`config.mk`:
```
export PLATFORM = sky130hd
export DESIGN_NAME = n64_pi_master
export DESIGN_NICKNAME = d
export VERILOG_FILES = /design/src/rtl/n64_pi_master.sv
export SDC_FILE = /design/constraint.sdc
export NUM_CORES = 1
export LEC_CHECK = 0
export BUFFER_PORTS_ARGS = -buffer_cell sky130_fd_sc_hd__buf_4
export CORE_MARGIN = 2
export CORE_UTILIZATION = 40
export DETAILED_ROUTE_END_ITERATION = 7
export PLACE_DENSITY = 0.62
export SETUP_SLACK_MARGIN = 0.05
export SLEW_MARGIN = 10
export SYNTH_ARGS = -nofsm -noshare
export SYNTH_HDL_FRONTEND = slang
export SYNTH_SLANG_ARGS = --single-unit
```
`constraint.sdc`:
```
create_clock -name clock -period 2.3 [get_ports clock]
set_clock_uncertainty 0.05 [all_clocks]
set_input_delay 0.345 -clock clock [delete_from_list [all_inputs] [get_ports clock]]
set_output_delay 0.345 -clock clock [all_outputs]
set_load 0.02 [all_outputs]
```
`src/rtl/n64_pi_master.sv`:
```
// N64 PI bus initiator: drives AD16 address phases and read/write strobes
// for burst commands, returning read halfwords on a pulse stream.
module n64_pi_master #(
  parameter int T_ALE = 2,
  parameter int T_LAT = 8,
  parameter int T_PW  = 4,
  parameter int T_GAP = 2
) (
  input  logic        clock,
  input  logic        reset_n,
  input  logic        cmd_valid,
  output logic        cmd_ready,
  input  logic        cmd_write,
  input  logic [31:0] cmd_addr,
  input  logic [7:0]  cmd_len,
  input  logic [15:0] wdata,
  input  logic        wdata_valid,
  output logic        wdata_ready,
  output logic [15:0] rdata,
  output logic        rdata_valid,
  output logic        busy,
  output logic [15:0] pi_ad_o,
  output logic        pi_ad_oe,
  input  logic [15:0] pi_ad_i,
  output logic        pi_ale_h,
  output logic        pi_ale_l,
  output logic        pi_read_n,
  output logic        pi_write_n
);

  localparam logic [2:0] IDLE    = 3'd0;
  localparam logic [2:0] ADDR_HI = 3'd1;
  localparam logic [2:0] ADDR_LO = 3'd2;
  localparam logic [2:0] LATENCY = 3'd3;
  localparam logic [2:0] WAIT_WD = 3'd4;
  localparam logic [2:0] STROBE  = 3'd5;
  localparam logic [2:0] GAP     = 3'd6;

  localparam logic [7:0] C_ALE = 8'(T_ALE - 1);
  localparam logic [7:0] C_LAT = 8'(T_LAT - 1);
  localparam logic [7:0] C_PW  = 8'(T_PW - 1);
  localparam logic [7:0] C_GAP = 8'(T_GAP - 1);

  logic [2:0]  state;
  logic [7:0]  cnt;
  logic [31:0] addr;
  logic [31:0] naddr;
  logic [8:0]  rem;
  logic        wr;

  assign naddr = addr + 32'd2;

  always_ff @(posedge clock or negedge reset_n) begin
    if (!reset_n) begin
      state       <= IDLE;
      cnt         <= '0;
      addr        <= '0;
      rem         <= '0;
      wr          <= 1'b0;
      cmd_ready   <= 1'b1;
      busy        <= 1'b0;
      wdata_ready <= 1'b0;
      rdata       <= '0;
      rdata_valid <= 1'b0;
      pi_ad_o     <= '0;
      pi_ad_oe    <= 1'b0;
      pi_ale_h    <= 1'b0;
      pi_ale_l    <= 1'b0;
      pi_read_n   <= 1'b1;
      pi_write_n  <= 1'b1;
    end else begin
      rdata_valid <= 1'b0;
      wdata_ready <= 1'b0;
      unique case (state)
        IDLE: begin
          if (cmd_valid) begin
            addr      <= cmd_addr & ~32'd1;
            rem       <= (cmd_len == 8'd0) ? 9'd256 : {1'b0, cmd_len};
            wr        <= cmd_write;
            cmd_ready <= 1'b0;
            busy      <= 1'b1;
            pi_ale_h  <= 1'b1;
            pi_ale_l  <= 1'b1;
            pi_ad_oe  <= 1'b1;
            pi_ad_o   <= cmd_addr[31:16];
            cnt       <= C_ALE;
            state     <= ADDR_HI;
          end
        end
        ADDR_HI: begin
          if (cnt == 8'd0) begin
            pi_ale_h <= 1'b0;
            pi_ad_o  <= addr[15:0];
            cnt      <= C_ALE;
            state    <= ADDR_LO;
          end else begin
            cnt <= cnt - 8'd1;
          end
        end
        ADDR_LO: begin
          if (cnt == 8'd0) begin
            pi_ale_l <= 1'b0;
            pi_ad_oe <= wr;
            cnt      <= C_LAT;
            state    <= LATENCY;
          end else begin
            cnt <= cnt - 8'd1;
          end
        end
        LATENCY: begin
          if (cnt == 8'd0) begin
            if (wr) begin
              state <= WAIT_WD;
            end else begin
              pi_read_n <= 1'b0;
              cnt       <= C_PW;
              state     <= STROBE;
            end
          end else begin
            cnt <= cnt - 8'd1;
          end
        end
        WAIT_WD: begin
          if (wdata_valid) begin
            pi_ad_o     <= wdata;
            wdata_ready <= 1'b1;
            pi_write_n  <= 1'b0;
            cnt         <= C_PW;
            state       <= STROBE;
          end
        end
        STROBE: begin
          if (cnt == 8'd0) begin
            pi_read_n  <= 1'b1;
            pi_write_n <= 1'b1;
            if (!wr) begin
              rdata       <= pi_ad_i;
              rdata_valid <= 1'b1;
            end
            cnt   <= C_GAP;
            state <= GAP;
          end else begin
            cnt <= cnt - 8'd1;
          end
        end
        GAP: begin
          if (cnt == 8'd0) begin
            addr <= naddr;
            rem  <= rem - 9'd1;
            if (rem == 9'd1) begin
              pi_ad_oe  <= 1'b0;
              busy      <= 1'b0;
              cmd_ready <= 1'b1;
              state     <= IDLE;
            end else if (naddr[8:0] == 9'd0) begin
              // page crossing: the cart needs a fresh address phase
              pi_ale_h <= 1'b1;
              pi_ale_l <= 1'b1;
              pi_ad_oe <= 1'b1;
              pi_ad_o  <= naddr[31:16];
              cnt      <= C_ALE;
              state    <= ADDR_HI;
            end else if (wr) begin
              state <= WAIT_WD;
            end else begin
              pi_read_n <= 1'b0;
              cnt       <= C_PW;
              state     <= STROBE;
            end
          end else begin
            cnt <= cnt - 8'd1;
          end
        end
        default: state <= IDLE;
      endcase
    end
  end

endmodule

```
==> results of run 1 <==
## through the flow
stage	cell area, um^2	std cells	util (%)
after floorplan	6006	716	-
after global placement	7445	1031	51.03
after detailed placement	7445	1031	51.03
after CTS	7820	1050	53.60
after global routing	8034	1057	55.07
final	8034	1057	55.07
## cell type report
class                   count  area [um^2]  share of cell area [%]
clock inverters             6        46.29                  0.5762
multi-input cells         550         3563                   44.35
inverters                  20        75.07                  0.9344
repair buffers            194         1551                   19.31
well taps                 184        230.2                   2.866
flip-flops and latches     93         2338                   29.11
clock buffers              10        229.0                   2.850
## cell usage after synthesis, types with 5 or more instances
cell,instances
a21oi_1,53
xnor2_1,17
o22a_1,8
nor2_1,74
a211o_1,7
o22ai_1,23
o21ai_0,61
buf_2,7
nand2b_1,5
nor2b_1,12
mux2_2,17
a22oi_1,6
nand3_1,33
nor3_1,19
a31oi_1,19
dfrtp_1,90
inv_1,19
a21o_1,9
and2_1,8
clkbuf_1,36
nand2_1,69
a211oi_1,5
nor4_1,9
ha_1,5
nand4_1,12
## where the power goes
| group | leakage [nW] | internal, W | switching (W) |
|---|---|---|---|
| Combinational | 2.24 | 0.00268 | 0.00308 |
| Sequential | 1.12 | 0.00237 | 0.000734 |
| Clock | 0.129 | 0.000742 | 0.000704 |
| Total | 3.49 | 0.00579 | 0.00451 |
## worst min-delay path by stage
| stage | startpoint | end | slack, ns | depth (start not counted) |
|---|---|---|---|---|
| finish | cmd_write | wr | 0.15 | 3 |
| global route | pi_ad_i[14] | rdata[14] | 0.16 | 2 |
| floorplan | reset_n | addr[10] | -0.0006 | 0 |
| global placement | reset_n | cnt[3] | 0.35 | 1 |
| detailed placement | reset_n | cnt[4] | 0.35 | 1 |
| CTS | cmd_write | wr | 0.15 | 3 |
## metal layers
layer  up-vias  routed length [um]  share of wire, %  track usage, %
met5         -                   0                 0               0
met4         0                 491               2.6           9.890
met3        34                1114               6.0           2.995
met2       236                8408                45           35.26
met1      2870                8612                46           33.45
li1       2936                   -                 -               -
## state kept, by name (all words and copies together) (netlist names)
name / count
pi_ale_l: 1
wdata_ready: 1
pi_ale_h: 1
pi_ad_o: 16
rem: 9
wr: 1
addr: 31
pi_read_n: 1
pi_ad_oe: 1
busy: 1
rdata_valid: 1
rdata: 16
cmd_ready: 1
state: 3
cnt: 8
pi_write_n: 1
## worst max-delay path: stages (launching register included)
cell and delay, ns:
dfrtp_1 0.48, or3b_2 0.51, buf_4 0.21, o22ai_1 0.35
and2_1 0.24, a2111oi_4 0.07, a21o_1 0.18
## cell usage in the layout (no fill, tap or decap), types with 6 or more instances in the layout
cell         n
nor3_1      16
dfrtp_2      6
a21oi_1     51
o21ai_0     60
mux2_2      16
clkbuf_16    9
o22ai_1     22
nand2_1     68
a21o_1       9
nor2_1      73
buf_6        8
buf_4      180
and2_1       8
nand4_1     12
nand3_1     32
a22oi_1      6
a31oi_1     19
nor4_1       8
dfrtp_1     84
nor2b_1     12
xnor2_1     16
a211o_1      7
o22a_1       8
inv_1       17
## what timing repair did
action                     in CTS  in global routing
gates resized for setup        12                 40
setup buffers                   2                  7
hold endpoints to repair       37                  0
pin swaps                       4                 12
setup endpoints to repair      14                 30
hold buffers                    1                  0
## cells by family after synthesis
| kind of cell | Yosys count | share of synthesized area, % |
|---|---|---|
| xor gates and xnor gates | 18 | 2.625 |
| DFF | 93 | 38.81 |
| AOI/OAI and AO/OA | 230 | 24.56 |
| adders and majority gates | 6 | 1.208 |
| muxes | 18 | 3.354 |
| buffers and inverters | 73 | 5.458 |
| and+or+nand+nor | 278 | 23.98 |
==> flow_summary_export.csv, run 1 <==
group,metric,value,unit
status,status,"complete, no violations",
timing,final-hold-violation-count,0,
setup_path,reg2reg_to,"pi_ad_o[5]",
clock_network,clock_path_buffers,2,
timing,fin_crit,2.210,ns
worst_hold_path,min_path_type,"primary input to register",
grt,grtUsageTotal,23.24,%
pwr,p_leak,3.487,nW
setup_path,path_class,"register to register",
routing,vias_per_cell,5.748,
placed_design,place_congestion,0.8974,
die,ios,118,
die,core-area,14590,um^2
timing,max_slew.worst_pin.slew,0.6089,ns
grt,grt.overflow.total,0,
setup_path,cp_max_fo,15,
clock_network,insertion_delay,0.36,ns
synth,synth_area,6006,um^2
timing,setup_viol,0,
timing,setup_tns,0,ns
routing,drc,0,
grt,grt_pass1_vias,5772,
clock_network,root_buffer,"clkbuf_16",
synth,synth_edf_count,0,
clock_network,numClockSinks,93,
die,die_area,16010,um^2
timing,fin_ws,0.09033,ns
clock_network,clk_pin_slew,0.07,ns
timing,drv_slew,0,
placed_design,dpl_worst_slack,-0.07129,ns
finish,fillers,1334,
die,start_util,41.17,%
synth,syn_nets,798,
setup_path,endpoint,"pi_ad_o[5]",
routing,drt_wl_total,18630,um
finish,antenna_cells,0,
clock_network,htreeDepth,3,
finish,drive_gt1_share,32.42,%
synth,yosys_warnings,0,
grt,grt_max_degree,44,
placed_design,portBuffers,116,
timing,max_freq,452.6,MHz
routing,drtIter0Drc,431,
setup_path,endpoint_kind,"register",
timing,whs,0.1540,ns
pwr,powerDensity,1283,nW/um^2
timing,relSlewSlack,59.40,%
run,maxCapViolations,0,
setup_path,rrSetupSlack,0.09,ns
synth,syn_inst,716,
die,fp.dieW,126.5,um
placed_design,place_hpwl,13640,um
setup_path,r2r_cells,6,
pwr,vdd_ir_drop_max,0.4705,mV
routing,wire_per_inst,17.62,um
synth,yosysSeqAreaShare,38.81,%
synth,synthTopCellsByArea,"dfrtp_1, o21ai_0, nor2_1, a21oi_1, nand2_1",
synth,ys_seq_elements,93,
die,rows,44,
synth,synth_top_area_share,37.50,%
clock_network,cts_buffers,9,
synth,postSynth.asyncResetShare,100.0,%
timing,finalCritPeriodShare,96.07,%
clock_network,cts_tree,"done",
routing,postRouteAntennaNets,0,
setup_path,cp-startpoint,"state[2]",
setup_path,worstPathRequired,2.49,ns
finish,layout.nets,950,
synth,synth_top_flop_cell,"dfrtp_1",
routing,vias,6076,
grt,antenna_found_initial,0,
die,fp.dieH,126.5,um
synth,syn_avg_cell_area,8.388,um^2
setup_path,timing.rr.start,"state[2]",
synth,synth_top_area_cell,"dfrtp_1",
setup_path,worstPathArrival,2.40,ns
grt,grt_pass1_wl,29850,um
pwr,p_total,0.01031,W
routing,first_pass_iters,5,
synth,ys_types,82,
finish,area.growth.synth_to_final,33.77,%
timing,rsz0062_at_grt,"yes",
setup_path,start_kind,"register",
No activity file was read; power rests on OpenSTA's default activity.
==> run 2, diff against run 1 <==
PLACE_DENSITY = 0.66   (was 0.62)
SLEW_MARGIN = 30   (was 10)
==> flow_summary_export.csv, run 2 (synthesis gave the netlist of run 1 again) <==
group,metric,value,unit
timing,finalCritPeriodShare,97.89,%
setup_path,path_cells,"a21o_1 -> a211o_1 -> nor4b_4 -> buf_4 -> o211ai_4 -> buf_12 -> clkbuf_16 -> a211o_1 -> nand2_1",
timing,final-hold-violation-count,0,
routing,drc,0,
routing,highest_layer,"met4",
setup_path,cp_max_fo,6,
routing,drt_wl_total,18400,um
placed_design,dpl_worst_slack,-0.05720,ns
status,status,"complete, no violations",
finish,reg.largest.list,"addr x31, pi_ad_o x16, rdata x16",
worst_hold_path,worstHoldEndpoint,"wr",
routing,wire_per_inst,17.51,um
pwr,powerDensity,1293,nW/um^2
routing,wl_met2,8568,um
finish,final_cell_mix,"buf_4, dfrtp_1, nor2_1",
pwr,power.switching,0.004526,W
routing,wl_met1,8348,um
pwr,clkPwrFrac,14.4,%
finish,largest_register,"addr",
finish,drive_gt1_share,30.91,%
placed_design,place_congestion,0.8920,
worst_hold_path,min_from,"cmd_write",
setup_path,path_class,"register to register",
grt,grt_pass1_vias,5772,
placed_design,place_hpwl,13250,um
setup_path,slowest_delay,0.44,ns
pwr,vdd_ir_drop_max,0.6662,mV
pwr,pwr-share-comb,55.8,%
pwr,seq_power_share,29.8,%
finish,final_common_cell,"buf_4",
finish,layout.nets,944,
worst_hold_path,whs_path_depth,3,
timing,fin_crit,2.252,ns
die,core-area,14590,um^2
routing,wl_met3,1165,um
setup_path,endpoint_kind,"register",
timing,max_slew.worst_pin.slew,0.5523,ns
setup_path,worstPathArrival,2.51,ns
timing,rsz0062_at_grt,"yes",
clock_network,numClockSinks,93,
setup_path,r2r_cells,9,
setup_path,crit_top_cell,"a211o_1",
die,rows,44,
clock_network,insertion_delay,0.37,ns
routing,postRouteAntennaNets,0,
die,fp.dieW,126.5,um
finish,largest_reg_flops,31,
worst_hold_path,min_path_type,"primary input to register",
finish,fin_util,54.83,%
pwr,switching_share,43.75,%
setup_path,critPathSlowestCell,"dfrtp_2",
placed_design,portBuffers,116,
setup_path,start_kind,"register",
setup_path,rrSetupSlack,0.05,ns
finish,antenna_cells,0,
timing,setup_tns,0,ns
grt,antenna_found_initial,0,
routing,drtIter0Drc,474,
pwr,p_leak,3.468,nW
timing,setup_viol,0,
setup_path,timing.rr.start,"addr[3]",
clock_network,clock_path_buffers,2,
setup_path,reg2reg_to,"pi_ad_o[11]",
clock_network,cts_tree,"done",
setup_path,worstPathRequired,2.56,ns
die,start_util,41.17,%
timing,whs,0.1325,ns
grt,grt_max_degree,63,
timing,fin_ws,0.04844,ns
timing,max_freq,444.1,MHz
clock_network,root_buffer,"clkbuf_16",
routing,first_pass_iters,5,
pwr,p_int,0.005818,W
clock_network,htreeDepth,3,
timing,drv_slew,0,
die,die_area,16010,um^2
grt,grt.overflow.total,0,
die,ios,118,
timing,relSlewSlack,62.23,%
run,maxCapViolations,0,
finish,area.growth.synth_to_final,33.19,%
grt,grt_pass1_wl,29460,um
clock_network,clk_pin_slew,0.07,ns
die,fp.dieH,126.5,um
routing,vias,6051,
clock_network,cts_buffers,9,
routing,vias_per_cell,5.757,
grt,grtUsageTotal,22.65,%
run 2: cell types whose count changed in the layout (fill, tap and decap cells not counted), sizes merged:
cell and delta:
buf -8, clkbuf +1, clkinv -1, inv +2
run 2: layout make-up:
type / count / area [um^2]
clock buffer: 9 / 225.2
clock inverter: 7 / 63.81
fill: 1333 / 6590
inverter: 20 / 75.07
multi-input combinational: 550 / 3505
sequential: 93 / 2335
tap: 184 / 230.2
timing repair buffer: 188 / 1565
run 2: timing repair:
item / in CTS / in global routing
hold buffers: 1 / 0
gates cloned: 0 / 2
pin swaps: 2 / 4
hold endpoints to repair: 21 / 0
gates resized for setup: 8 / 22
setup buffers: 1 / 6
endpoints found under the setup margin: 16 / 21
run 2: how the worst max path moves through the flow:
stage / slack (ns) / to / start / cells past startpoint
6_report: 0.05 / pi_ad_o[11] / addr[3] / 9
5_1_grt: -0.05 / pi_ad_o[10] / addr[4] / 8
4_1_cts: 0.03 / pi_ad_oe / addr[2] / 9
3_5_place_dp: -0.06 / pi_ad_o[5] / rem[1] / 9
3_3_place_gp: 0.01 / pi_ad_o[1] / addr[3] / 7
2_1_floorplan: 0.06 / rdata[0] / cnt[0] / 7
run 2: critical path, delay by kind of cell (launching register included):
kind	cells	cell delay (ns)
compound gates	4	0.84
buf+inv	3	0.48
simple gates	2	0.38
flops	1	0.44
run 2: stage by stage:
stage          instance area, um^2  total power (W)  std cells
6_report                      7999          0.01034       1051
5_1_grt                       7999          0.01107       1051
4_1_cts                       7782         0.009825       1043
3_5_place_dp                  7437         0.008218       1025
3_3_place_gp                  7437         0.008067       1025
2_1_floorplan                 6006         0.006294        716
run 2: power by group through the flow:
stage	logic, W	registers [W]	clock network [W]
after floorplan	0.00311	0.00318	0
after global placement	0.00505	0.00302	0
after detailed placement	0.00515	0.00307	0
after CTS	0.00524	0.00306	0.00153
after global routing	0.00629	0.00319	0.00159
final	0.00577	0.00308	0.00149
run 2: routing by layer:
layer | track usage [%] | vias to the layer above
li1 | - | 2916
met1 | 30.88 | 2894
met2 | 36.14 | 220
met3 | 4.555 | 21
met4 | 7.563 | 0
met5 | 0 | -
==> run 3, diff against run 2 <==
ABC_AREA = 0   (was default)
REMOVE_ABC_BUFFERS = 1   (was default)
SETUP_SLACK_MARGIN = default   (was 0.05)
==> flow_summary_export.csv, run 3 (synthesis gave the netlist of run 1 again) <==
group,metric,value,unit
routing,wire_per_inst,17.19,um
setup_path,cp_max_fo,12,
pwr,powerDensity,1265,nW/um^2
setup_path,critPathSlowestCell,"a221oi_4",
die,fp.dieH,126.5,um
routing,drt_wl_total,18120,um
timing,setup_tns,0,ns
clock_network,cts_tree,"done",
grt,grt_max_degree,64,
placed_design,place_congestion,0.8872,
grt,antenna_found_initial,0,
timing,max_freq,442.3,MHz
setup_path,start_kind,"register",
finish,final_cell_mix,"buf_4, dfrtp_1, nor2_1",
grt,grt_pass1_wl,29600,um
run,maxCapViolations,0,
routing,first_pass_iters,6,
pwr,p_total,0.009951,W
routing,drc,0,
setup_path,crit_top_cell,"nand2_1",
status,status,"complete, no violations",
finish,largest_reg_flops,31,
setup_path,r2r_cells,10,
clock_network,htreeDepth,3,
setup_path,endpoint_kind,"register",
die,die_area,16010,um^2
timing,rsz0062_at_grt,"yes",
routing,vias,6124,
clock_network,clk_pin_slew,0.07,ns
die,rows,44,
die,fp.dieW,126.5,um
clock_network,root_buffer,"clkbuf_16",
timing,final-hold-violation-count,0,
finish,drive_gt1_share,30.00,%
die,core-area,14590,um^2
timing,drv_slew,0,
setup_path,slowest_delay,0.40,ns
placed_design,placed_area,7500,um^2
clock_network,cts_buffers,9,
routing,vias_per_cell,5.810,
finish,area.growth.synth_to_final,31.02,%
worst_hold_path,min_from,"cmd_write",
setup_path,worstPathArrival,2.46,ns
setup_path,rrSetupSlack,0.04,ns
finish,reg.largest.list,"addr x31, pi_ad_o x16, rdata x16",
clock_network,clock_path_buffers,2,
routing,postRouteAntennaNets,0,
pwr,vdd_ir_drop_max,0.5461,mV
placed_design,dp.cells,1035,
setup_path,cp-startpoint,"cnt[0]",
timing,relSlewSlack,68.31,%
routing,drtIter0Drc,673,
clock_network,insertion_delay,0.36,ns
worst_hold_path,whs_path_depth,3,
worst_hold_path,min_path_type,"primary input to register",
finish,antenna_cells,0,
die,ios,118,
timing,fin_crit,2.261,ns
setup_path,path_cells,"inv_1 -> ha_1 -> nor4b_4 -> nand2_2 -> a221oi_4 -> o211ai_4 -> buf_12 -> buf_4 -> nand2_1 -> nand2_1",
timing,finalCritPeriodShare,98.30,%
clock_network,numClockSinks,93,
finish,final_cell_count_no_fill,1054,
timing,max_slew.worst_pin.slew,0.4710,ns
finish,largest_register,"addr",
timing,setup_viol,0,
grt,grtUsageTotal,22.85,%
grt,grt.overflow.total,0,
worst_hold_path,worstHoldEndpoint,"wr",
setup_path,timing.rr.start,"cnt[0]",
placed_design,place_hpwl,13210,um
pwr,p_leak,3.426,nW
placed_design,portBuffers,116,
grt,grt_pass1_vias,5792,
finish,layout.nets,947,
finish,final_common_cell,"buf_4",
die,start_util,41.17,%
setup_path,path_class,"register to register",
setup_path,worstPathRequired,2.50,ns
setup_path,reg2reg_to,"pi_ad_o[11]",
finish,fin_area,7869,um^2
timing,whs,0.1579,ns
run 3: worst max-delay path: cells and delay by family (launching register included):
kind	cells	cell delay (ns)
DFF	1	0.38
and+or+nand+nor	4	0.49
adders and majority gates	1	0.17
AOI/OAI and AO/OA	2	0.63
buffers and inverters	3	0.44
run 3: per-stage QoR:
step,utilization (%),setup WS (ns)
finish,53.94,0.03904
CTS,53.64,0.001817
global placement,51.41,-0.01270
detailed placement,51.41,-0.06033
floorplan,-,-2.936
global route,53.94,-0.1104
run 3: how the worst max path moves through the flow:
| stage | to | slack [ns] |
|---|---|---|
| after floorplan | addr[4] | -2.94 |
| after global placement | pi_ad_o[13] | -0.01 |
| after detailed placement | pi_ad_o[11] | -0.06 |
| after CTS | pi_ad_o[10] | 0.002 |
| after global routing | pi_ad_o[11] | -0.11 |
| final | pi_ad_o[11] | 0.04 |
run 3: power by group:
part	total (W)	internal, W	switching [W]	leakage [nW]
clock network	0.00142	0.000741	0.000682	0.133
registers	0.00308	0.00237	0.000714	1.12
logic	0.00545	0.00251	0.00294	2.17
total	0.00995	0.00561	0.00434	3.43
run 3: layout make-up:
cell class | instances | area [um^2]
inverter | 20 | 75.07
tap | 184 | 230.2
fill | 1338 | 6720
sequential | 93 | 2333
clock inverter | 6 | 47.55
clock buffer | 10 | 229.0
multi-input combinational | 551 | 3437
timing repair buffer | 190 | 1516
run 3: layer usage:
layer	GRT usage, %	share of wire, %
met1	32.51	46
met2	35.92	45
met3	3.374	6.6
met4	7.434	1.9
met5	0	0
run 3: repair_timing:
| item | 4_1_cts | 5_1_grt |
|---|---|---|
| pin swaps | 1 | 3 |
| setup endpoints to repair | 7 | 32 |
| hold endpoints to repair | 29 | 0 |
| hold buffers | 1 | 0 |
| resized for setup | 4 | 10 |
| cloned | 1 | 0 |
| setup buffers | 1 | 0 |
